File: config.mk
export PLATFORM = sky130hd
export DESIGN_NAME = arp_rx
export DESIGN_NICKNAME = d
export VERILOG_FILES = /design/src/rtl/arp_rx.sv
export SDC_FILE = /design/constraint.sdc
export NUM_CORES = 1
export LEC_CHECK = 0
export CAP_MARGIN = 20
export CORE_MARGIN = 5
export CORE_UTILIZATION = 50
export DETAILED_ROUTE_END_ITERATION = 10
export PLACE_DENSITY = 0.8
export REMOVE_ABC_BUFFERS = 1
export SLEW_MARGIN = 20
export SYNTH_ARGS = -nofsm -noshare
export SYNTH_HDL_FRONTEND = slang
export SYNTH_SLANG_ARGS = --single-unit
File: constraint.sdc
create_clock -name i_clk -period 2.6 [get_ports i_clk]
set_clock_uncertainty 0.2 [all_clocks]
set_input_delay 0.52 -clock i_clk [delete_from_list [all_inputs] [get_ports i_clk]]
set_output_delay 0.52 -clock i_clk [all_outputs]
set_load 0.02 [all_outputs]
File: src/rtl/arp_rx.sv
// arp_rx: receive-side ARP parser. Captures the fixed-position ARP fields
// from 64-bit payload beats, validates the frame against the local IP/MAC,
// and pulses a target-valid (and, for requests, a reply) strobe.
module arp_rx #(
  parameter logic [31:0] P_SRC_IP_ADDR  = {8'd192, 8'd168, 8'd100, 8'd99},
  parameter logic [47:0] P_SRC_MAC_ADDR = 48'h01_02_03_04_05_06
) (
  input  logic        i_clk,
  input  logic        i_rst,
  input  logic [31:0] i_dymanic_src_ip,
  input  logic        i_src_ip_valid,
  input  logic [47:0] i_dymanic_src_mac,
  input  logic        i_src_mac_valid,
  input  logic [63:0] s_axis_arp_data,
  input  logic [79:0] s_axis_arp_user,
  input  logic [7:0]  s_axis_arp_keep,
  input  logic        s_axis_arp_last,
  input  logic        s_axis_arp_valid,
  output logic [47:0] o_recv_target_mac,
  output logic [31:0] o_recv_target_ip,
  output logic        o_recv_target_valid,
  output logic        o_arp_reply,
  output logic [15:0] o_recv_op,
  output logic [15:0] o_drop_cnt
);

  typedef enum logic [1:0] {
    S_IDLE = 2'd0,
    S_RECV = 2'd1,
    S_EVAL = 2'd2
  } state_t;

  state_t state, state_nxt;

  logic [31:0] local_ip;
  logic [47:0] local_mac;
  logic [2:0]  beat_cnt;
  logic [15:0] eth_type, htype, ptype, op;
  logic [7:0]  hlen, plen;
  logic [47:0] sha;
  logic [31:0] spa, tpa;

  logic first_beat, next_beat, eval, frame_ok;

  // keep and the length/source-MAC sideband carry nothing the parser needs
  logic unused_inputs;
  assign unused_inputs = ^{s_axis_arp_keep, s_axis_arp_user[79:16]};

  // All acceptance rules applied to the fields captured for the current frame
  assign frame_ok = (beat_cnt >= 3'd4) &&
                    (eth_type == 16'h0806) &&
                    (htype == 16'h0001) && (ptype == 16'h0800) &&
                    (hlen == 8'd6) && (plen == 8'd4) &&
                    ((op == 16'd1) || (op == 16'd2)) &&
                    (tpa == local_ip) &&
                    (sha != local_mac);

  // State register
  always_ff @(posedge i_clk) begin
    if (!i_rst) state <= S_IDLE;
    else        state <= state_nxt;
  end

  // Next-state: a beat seen in IDLE or EVAL always starts a new frame
  always_comb begin
    state_nxt = state;
    case (state)
      S_IDLE: begin
        if (s_axis_arp_valid) state_nxt = s_axis_arp_last ? S_EVAL : S_RECV;
      end
      S_RECV: begin
        if (s_axis_arp_valid && s_axis_arp_last) state_nxt = S_EVAL;
      end
      S_EVAL: begin
        if (s_axis_arp_valid) state_nxt = s_axis_arp_last ? S_EVAL : S_RECV;
        else                  state_nxt = S_IDLE;
      end
      default: state_nxt = S_IDLE;
    endcase
  end

  // Per-state control decode for the capture and evaluation datapath
  always_comb begin
    first_beat = 1'b0;
    next_beat  = 1'b0;
    eval       = 1'b0;
    case (state)
      S_IDLE: first_beat = s_axis_arp_valid;
      S_RECV: next_beat  = s_axis_arp_valid;
      S_EVAL: begin
        eval       = 1'b1;
        first_beat = s_axis_arp_valid;
      end
      default: ;
    endcase
  end

  // Local address registers; a same-cycle evaluation still sees the old value
  always_ff @(posedge i_clk) begin
    if (!i_rst) begin
      local_ip  <= P_SRC_IP_ADDR;
      local_mac <= P_SRC_MAC_ADDR;
    end else begin
      if (i_src_ip_valid)  local_ip  <= i_dymanic_src_ip;
      if (i_src_mac_valid) local_mac <= i_dymanic_src_mac;
    end
  end

  // Beat counter (saturating at 7) and fixed-position field capture
  always_ff @(posedge i_clk) begin
    if (!i_rst) begin
      beat_cnt <= 3'd0;
      eth_type <= 16'd0;
      htype    <= 16'd0;
      ptype    <= 16'd0;
      hlen     <= 8'd0;
      plen     <= 8'd0;
      op       <= 16'd0;
      sha      <= 48'd0;
      spa      <= 32'd0;
      tpa      <= 32'd0;
    end else if (first_beat) begin
      beat_cnt <= 3'd1;
      {htype, ptype, hlen, plen, op} <= s_axis_arp_data;
      eth_type <= s_axis_arp_user[15:0];
    end else if (next_beat) begin
      if (beat_cnt != 3'd7) beat_cnt <= beat_cnt + 3'd1;
      case (beat_cnt)
        3'd1:    {sha, spa[31:16]} <= s_axis_arp_data;
        3'd2:    spa[15:0] <= s_axis_arp_data[63:48];
        3'd3:    tpa <= s_axis_arp_data[63:32];
        default: ;
      endcase
    end else if (eval) begin
      beat_cnt <= 3'd0;
    end
  end

  // Result outputs: strobes for one cycle after EVAL, data held until next accept
  always_ff @(posedge i_clk) begin
    if (!i_rst) begin
      o_recv_target_mac   <= 48'd0;
      o_recv_target_ip    <= 32'd0;
      o_recv_target_valid <= 1'b0;
      o_arp_reply         <= 1'b0;
      o_recv_op           <= 16'd0;
      o_drop_cnt          <= 16'd0;
    end else begin
      o_recv_target_valid <= eval && frame_ok;
      o_arp_reply         <= eval && frame_ok && (op == 16'd1);
      if (eval) begin
        if (frame_ok) begin
          o_recv_target_mac <= sha;
          o_recv_target_ip  <= spa;
          o_recv_op         <= op;
        end else begin
          o_drop_cnt <= o_drop_cnt + 16'd1;
        end
      end
    end
  end

endmodule
# Word level (Yosys, flattened, before mapping)
# Cells that the tools add are included.
# op_classes
n_bitwise	3
n_lt_le_gt_ge	1
addsub	2
muxes	12
reduce_logical	25
eq_ne	19
# ops
cell	n
48-bit inequality test	1
16-bit by 1-bit == test with 1-bit output, second input constant	2
16-bit by 12-bit == test with 1-bit output, second input constant	2
32-bit == test	1
16-bit by 1-bit adder with 16-bit output, second input constant	1
16-bit by 2-bit == test with 1-bit output, second input constant	1
8-bit by 3-bit == test with 1-bit output, second input constant	2
1-bit logical AND	11
2-bit AND reduction	5
3-bit two-way mux	3
3-bit AND reduction	3
2-bit two-way mux	4
3-bit by 2-bit == test with 1-bit output, second input constant	2
2-bit case mux with 3 select lines	1
1-bit two-way mux	4
2-bit inequality test, second input constant	2
2-bit OR reduction	2
3-bit by 1-bit adder with 3-bit output, second input constant	1
3-bit by 1-bit == test with 1-bit output, second input constant	1
3-bit greater-or-equal comparator, second input constant	1
3-bit by 2-bit inequality test with 1-bit output, second input constant	1
3-bit inequality test, second input constant	1
1-bit NOT	3
3-bit nonzero test	1
6 further kinds	6
# totals
wordCells	83
input_bits	238
output_inout_bits	114
reg_bits	391

# Logic depth before layout (Yosys ltp)
# depth
depth_word	11
mapped_depth	10
depth_no_buf	7

# Least setup slack after synthesis
# OpenSTA, ideal clock, no wires.
# synth_timing
path_type	register to register
startpoint	register op[15]
endpoint	register o_recv_target_mac[47]
setup_slack_ps	302
required_ps	2272
arrival_time_ps	1971
synth_period_minus_slack_ps	2298
path_stages_with_launch	11
path_buffers	3
setup_ps	128
path_cell_list	dfxtp_1 > nor4_1 > nand4_1 > nor4_1 > nand4_1 > buf_2 > nor3_2 > buf_4 > buf_6 > mux2i_1 > nor2_1
# synth_between
elab_chain_len	6
elab_cells_between_ends	7
classes_between	eq/ne (2); reduce/logical (5)
# synth_lines
element	line	rtl
start: declaration	38	logic [15:0] eth_type, htype, ptype, op;
start signal: assignment	124	{htype, ptype, hlen, plen, op} <= s_axis_arp_data;
16-bit by 1-bit == test with 1-bit output / 16-bit by 2-bit == test with 1-bit output (equally long branches)	54	((op == 16'd1) || (op == 16'd2)) &&
1-bit logical OR (*)	54	
1-bit logical AND (*)	53	(hlen == 8'd6) && (plen == 8'd4) &&
1-bit logical AND (*)	54	
1-bit logical AND (*)	55	(tpa == local_ip) &&
2-bit AND reduction (no source line) (*)	-	
end signal: assignment	142	o_recv_target_mac <= 48'd0;
end signal: assignment	153	o_recv_target_mac <= sha;
end: declaration	19	output logic [47:0] o_recv_target_mac,
# Every way passes the cells marked *; elsewhere a longest branch is shown, timed or not.
# A chain may end at the register's enable or synchronous reset.

# Final worst setup path
# layout_timing
startpoint	register sha[47]
endpoint	register o_recv_target_mac[28]
# layout_between
elab_chain_len	3
# layout_lines
element	line	rtl
start: declaration	40	logic [47:0] sha;
start signal: assignment	129	3'd1: {sha, spa[31:16]} <= s_axis_arp_data;
48-bit inequality test	56	(sha != local_mac);
1-bit logical AND	55	
2-bit AND reduction (no source line)	-	
# Every way passes these cells.

==> results.md <==
- Clock share of power: 44.3%
- Switch share: 22.8%
- Wire per inst: 18.9 µm
- Critical Path RT: 2.79 ns
- Rel. slew slack: 64.6%
- Worst Path Arrival: 2.94 ns
- Status: complete, but fails checks
- H-Tree Depth: 2
- Ranking of synthesized cells by area: dfxtp_1 52%, mux2i_1 11%, nand2_1 10%
- Comb pwr share: 8.3%
- Drt via density: 5.48
- MaxCap Viol Count: 0
- Initial Utilization: 50.8%
- Nature of the critical path endpoint: flop
- Largest family of logic cells by synthesized area: simple AND/OR/NAND/NOR gates
- CTS buffer count: 41
- Fmax: 364 MHz
- Total Nets Final: 2269
- Placer Congestion: 0.897
- Post-Syn Area: 15100 µm²
- Int Power: 10.3 mW
- Synth-to-layout area growth: 38.3%
- Post-synthesis xor/xnor area fraction: 5.22%
- Synth warn: 0
- Actual slew at the worst max-slew pin: 0.532 ns
- RSZ-0062 raised after global routing: yes
- Worst vdd ir: 0.459 mV
- Slew Limit Fails: 0
- Distinct cells, synth: 41
- First-pass GRT wire length: 70700 µm
- Final cycle utilization of the critical path: 106%
- Setup violations, final: 85
- Share of cells above drive strength 1: 12.0%
- Register area share after synthesis: 51.8%
- Worst skew pair latency: 0.53 ns
- Pre-antenna DRT Iters: 5
- Synth area leader: dfxtp_1
- Drt drc: 0
- Async SR Flop Fraction: 0%
- Vias in the first global route: 13.3k
- Critical setup path kind: reg2reg
- Hold WS: 0.257 ns
- Core Area: 29700 µm²
- # port buffers: 279
- Clk Tree Root Cell: clkbuf_16
- Nature of the critical path startpoint: flop
- LEAKAGE: 7.78 nW
- Pin count of the biggest net entering global routing: 82
- Multiplexer share of the synthesized area: 10.9%
- Total grt overflow: 0
- Sequential Power Share: 47.4%
- DRT iter0 DRCs: 967
- Final wirelength: 46300 µm
- Final Hold Vio Count: 0
- Pwr per Cell Area: 636 nW/µm²
- CP max FO: 7
- Vert. Die Dim: 184 µm
- Site Rows: 63
- Violated checks: negative setup slack
- Die area: 33800 µm²
- Fin Setup TNS: -6.34 ns
- ANT nets after route: 0
- Initial antenna violation count: 5
- Syn_area_per_cell: 8.84 µm²
- CTS tree: done
- Filler instances: 2158
- FF+latch count, synth: 391
- Compound-gate portion of the synthesized area: 7.60%
- Synth Instances: 1708
- Tmin final: 2.75 ns
- Post-route setup slack: -0.146 ns
- Detailed Place HPWL: 30800 µm
- CTS max path bufs: 3
- Clock Sink Count: 391
- Simple-gate area share of the yosys netlist: 20.4%
- Final Power: 13.3 mW
- P_sw: 3.02 mW
- Ports: 352
- Vias: 13.4k
- Primary FF master, synth: dfxtp_1
- DIE WIDTH: 184 µm
- Adder-cell share of the synthesized area: 0.580%
- Synth top area share: 51.8%
- Worst-path clk slew: 0.06 ns
- Number of enable flip-flop cells after synthesis: 0
- Total GRT Usage: 25.9%
- HP Class: reg2reg
==> cells in the final DEF, fill, tap and decap left out, drive strengths merged, types with 3 or more instances in the layout <==
cell,n
nor2,168
nor4,40
clkdlybuf4s50,276
nand2,419
and3,18
a21oi,200
inv,5
and2,5
xor2,58
nand3,4
dfxtp,391
o2111ai,6
xnor2,32
buf,104
diode,3
nor4b,12
o21ai,6
nand4,33
mux2i,164
o31ai,3
clkbuf,66
nor3,6
or4,3
clkinv,8
or3,4
ha,7
==> kinds of logic after synthesis <==
family                     after synthesis
and+or+nand+nor                        721
muxes                                  165
DFF                                    391
xor gates and xnor gates                90
adders and majority gates                7
buffers and inverters                  114
AOI/OAI and AO/OA                      220
==> power by group through the flow <==
stage	logic (mW)	registers [mW]	clock network, mW
finish	1.10	6.30	5.88
global route	1.19	6.31	6.22
CTS	1.08	6.29	5.95
detailed placement	1.05	6.42	0
global placement	1.03	6.41	0
floorplan	0.457	6.39	0
==> critical path: stages (launching register included) <==
cell	delay, ns
dfxtp_1	0.34
xor2_1	0.18
nor4_1	0.45
nand4_1	0.27
nor3_2	0.26
buf_6	0.19
nor3_4	0.06
buf_12	0.15
buf_12	0.14
buf_12	0.15
mux2i_1	0.16
nor2_1	0.06
==> cells in the mapped netlist (7+ instances only) <==
cell	n
nand2_1	419
buf_6	8
a21oi_1	200
dfxtp_1	391
and3_1	18
nor4_1	40
nand4_1	33
mux2i_1	164
buf_2	10
xnor2_1	32
xor2_1	58
clkbuf_1	85
nor2_1	167
nor4b_1	12
ha_1	7
==> layer usage <==
layer  part of all wire (%)  global-route usage, %
met5                  0.052                      0
met4                    3.4                   9.26
met3                    8.7                   6.49
met2                     49                   43.8
met1                     39                   32.2
==> cell type report <==
class	count	area (µm²)	area share, %
Multi-Input combinational cell	1203	7160	34.3
Tap cell	390	488	2.34
Clock buffer	64	1260	6.06
Timing Repair Buffer	382	3970	19.0
Antenna cell	3	7.51	0.0360
Inverter	5	26.3	0.126
Clock inverter	11	115	0.551
Sequential cell	391	7840	37.6
==> worst paths after layout <==
| path | start | end | slack, ns | cells past startpoint |
|---|---|---|---|---|
| worst max-delay path | sha[47]$_SDFFE_PN0P_ | o_recv_target_mac[28]$_SDFFE_PN0P_ | -0.15 | 11 |
| worst min register to register | spa[25]$_SDFFE_PN0P_ | spa[25]$_SDFFE_PN0P_ | 0.26 | 2 |
| worst min-delay path | spa[25]$_SDFFE_PN0P_ | spa[25]$_SDFFE_PN0P_ | 0.26 | 2 |
| worst max register to register | sha[47]$_SDFFE_PN0P_ | o_recv_target_mac[28]$_SDFFE_PN0P_ | -0.15 | 11 |
==> stage by stage <==
stage          cells  setup WS, ns  utilization [%]  cell area, µm²
6_report        2449        -0.146             70.2           20900
3_5_place_dp    2350        -0.386             62.9           18700
4_1_cts         2439        -0.165             69.1           20500
3_3_place_gp    2350        -0.349             62.9           18700
2_1_floorplan   1599         -4.11                -           14600
5_1_grt         2448        -0.215             70.2           20900
==> timing repair <==
| item | 4_1_cts | 5_1_grt |
|---|---|---|
| pin swaps | 33 | 37 |
| hold buffers | 0 | 0 |
| setup buffers | 10 | 8 |
| gates cloned | 6 | 2 |
| resized for setup | 52 | 54 |
| hold endpoints to repair | 0 | 0 |
| setup endpoints to repair | 114 | 113 |
==> state kept, by name, indices dropped and copies added, names as in the netlist <==
register and count:
o_recv_target_valid 1, op 16, o_arp_reply 1, sha 48, o_recv_op 16, tpa 32, hlen 8, o_drop_cnt 16
local_ip 32, ptype 16, beat_cnt 3, o_recv_target_mac 48, state 2, eth_type 16, plen 8, htype 16
spa 32, local_mac 48, o_recv_target_ip 32
No activity file was read; power rests on OpenSTA's default activity.
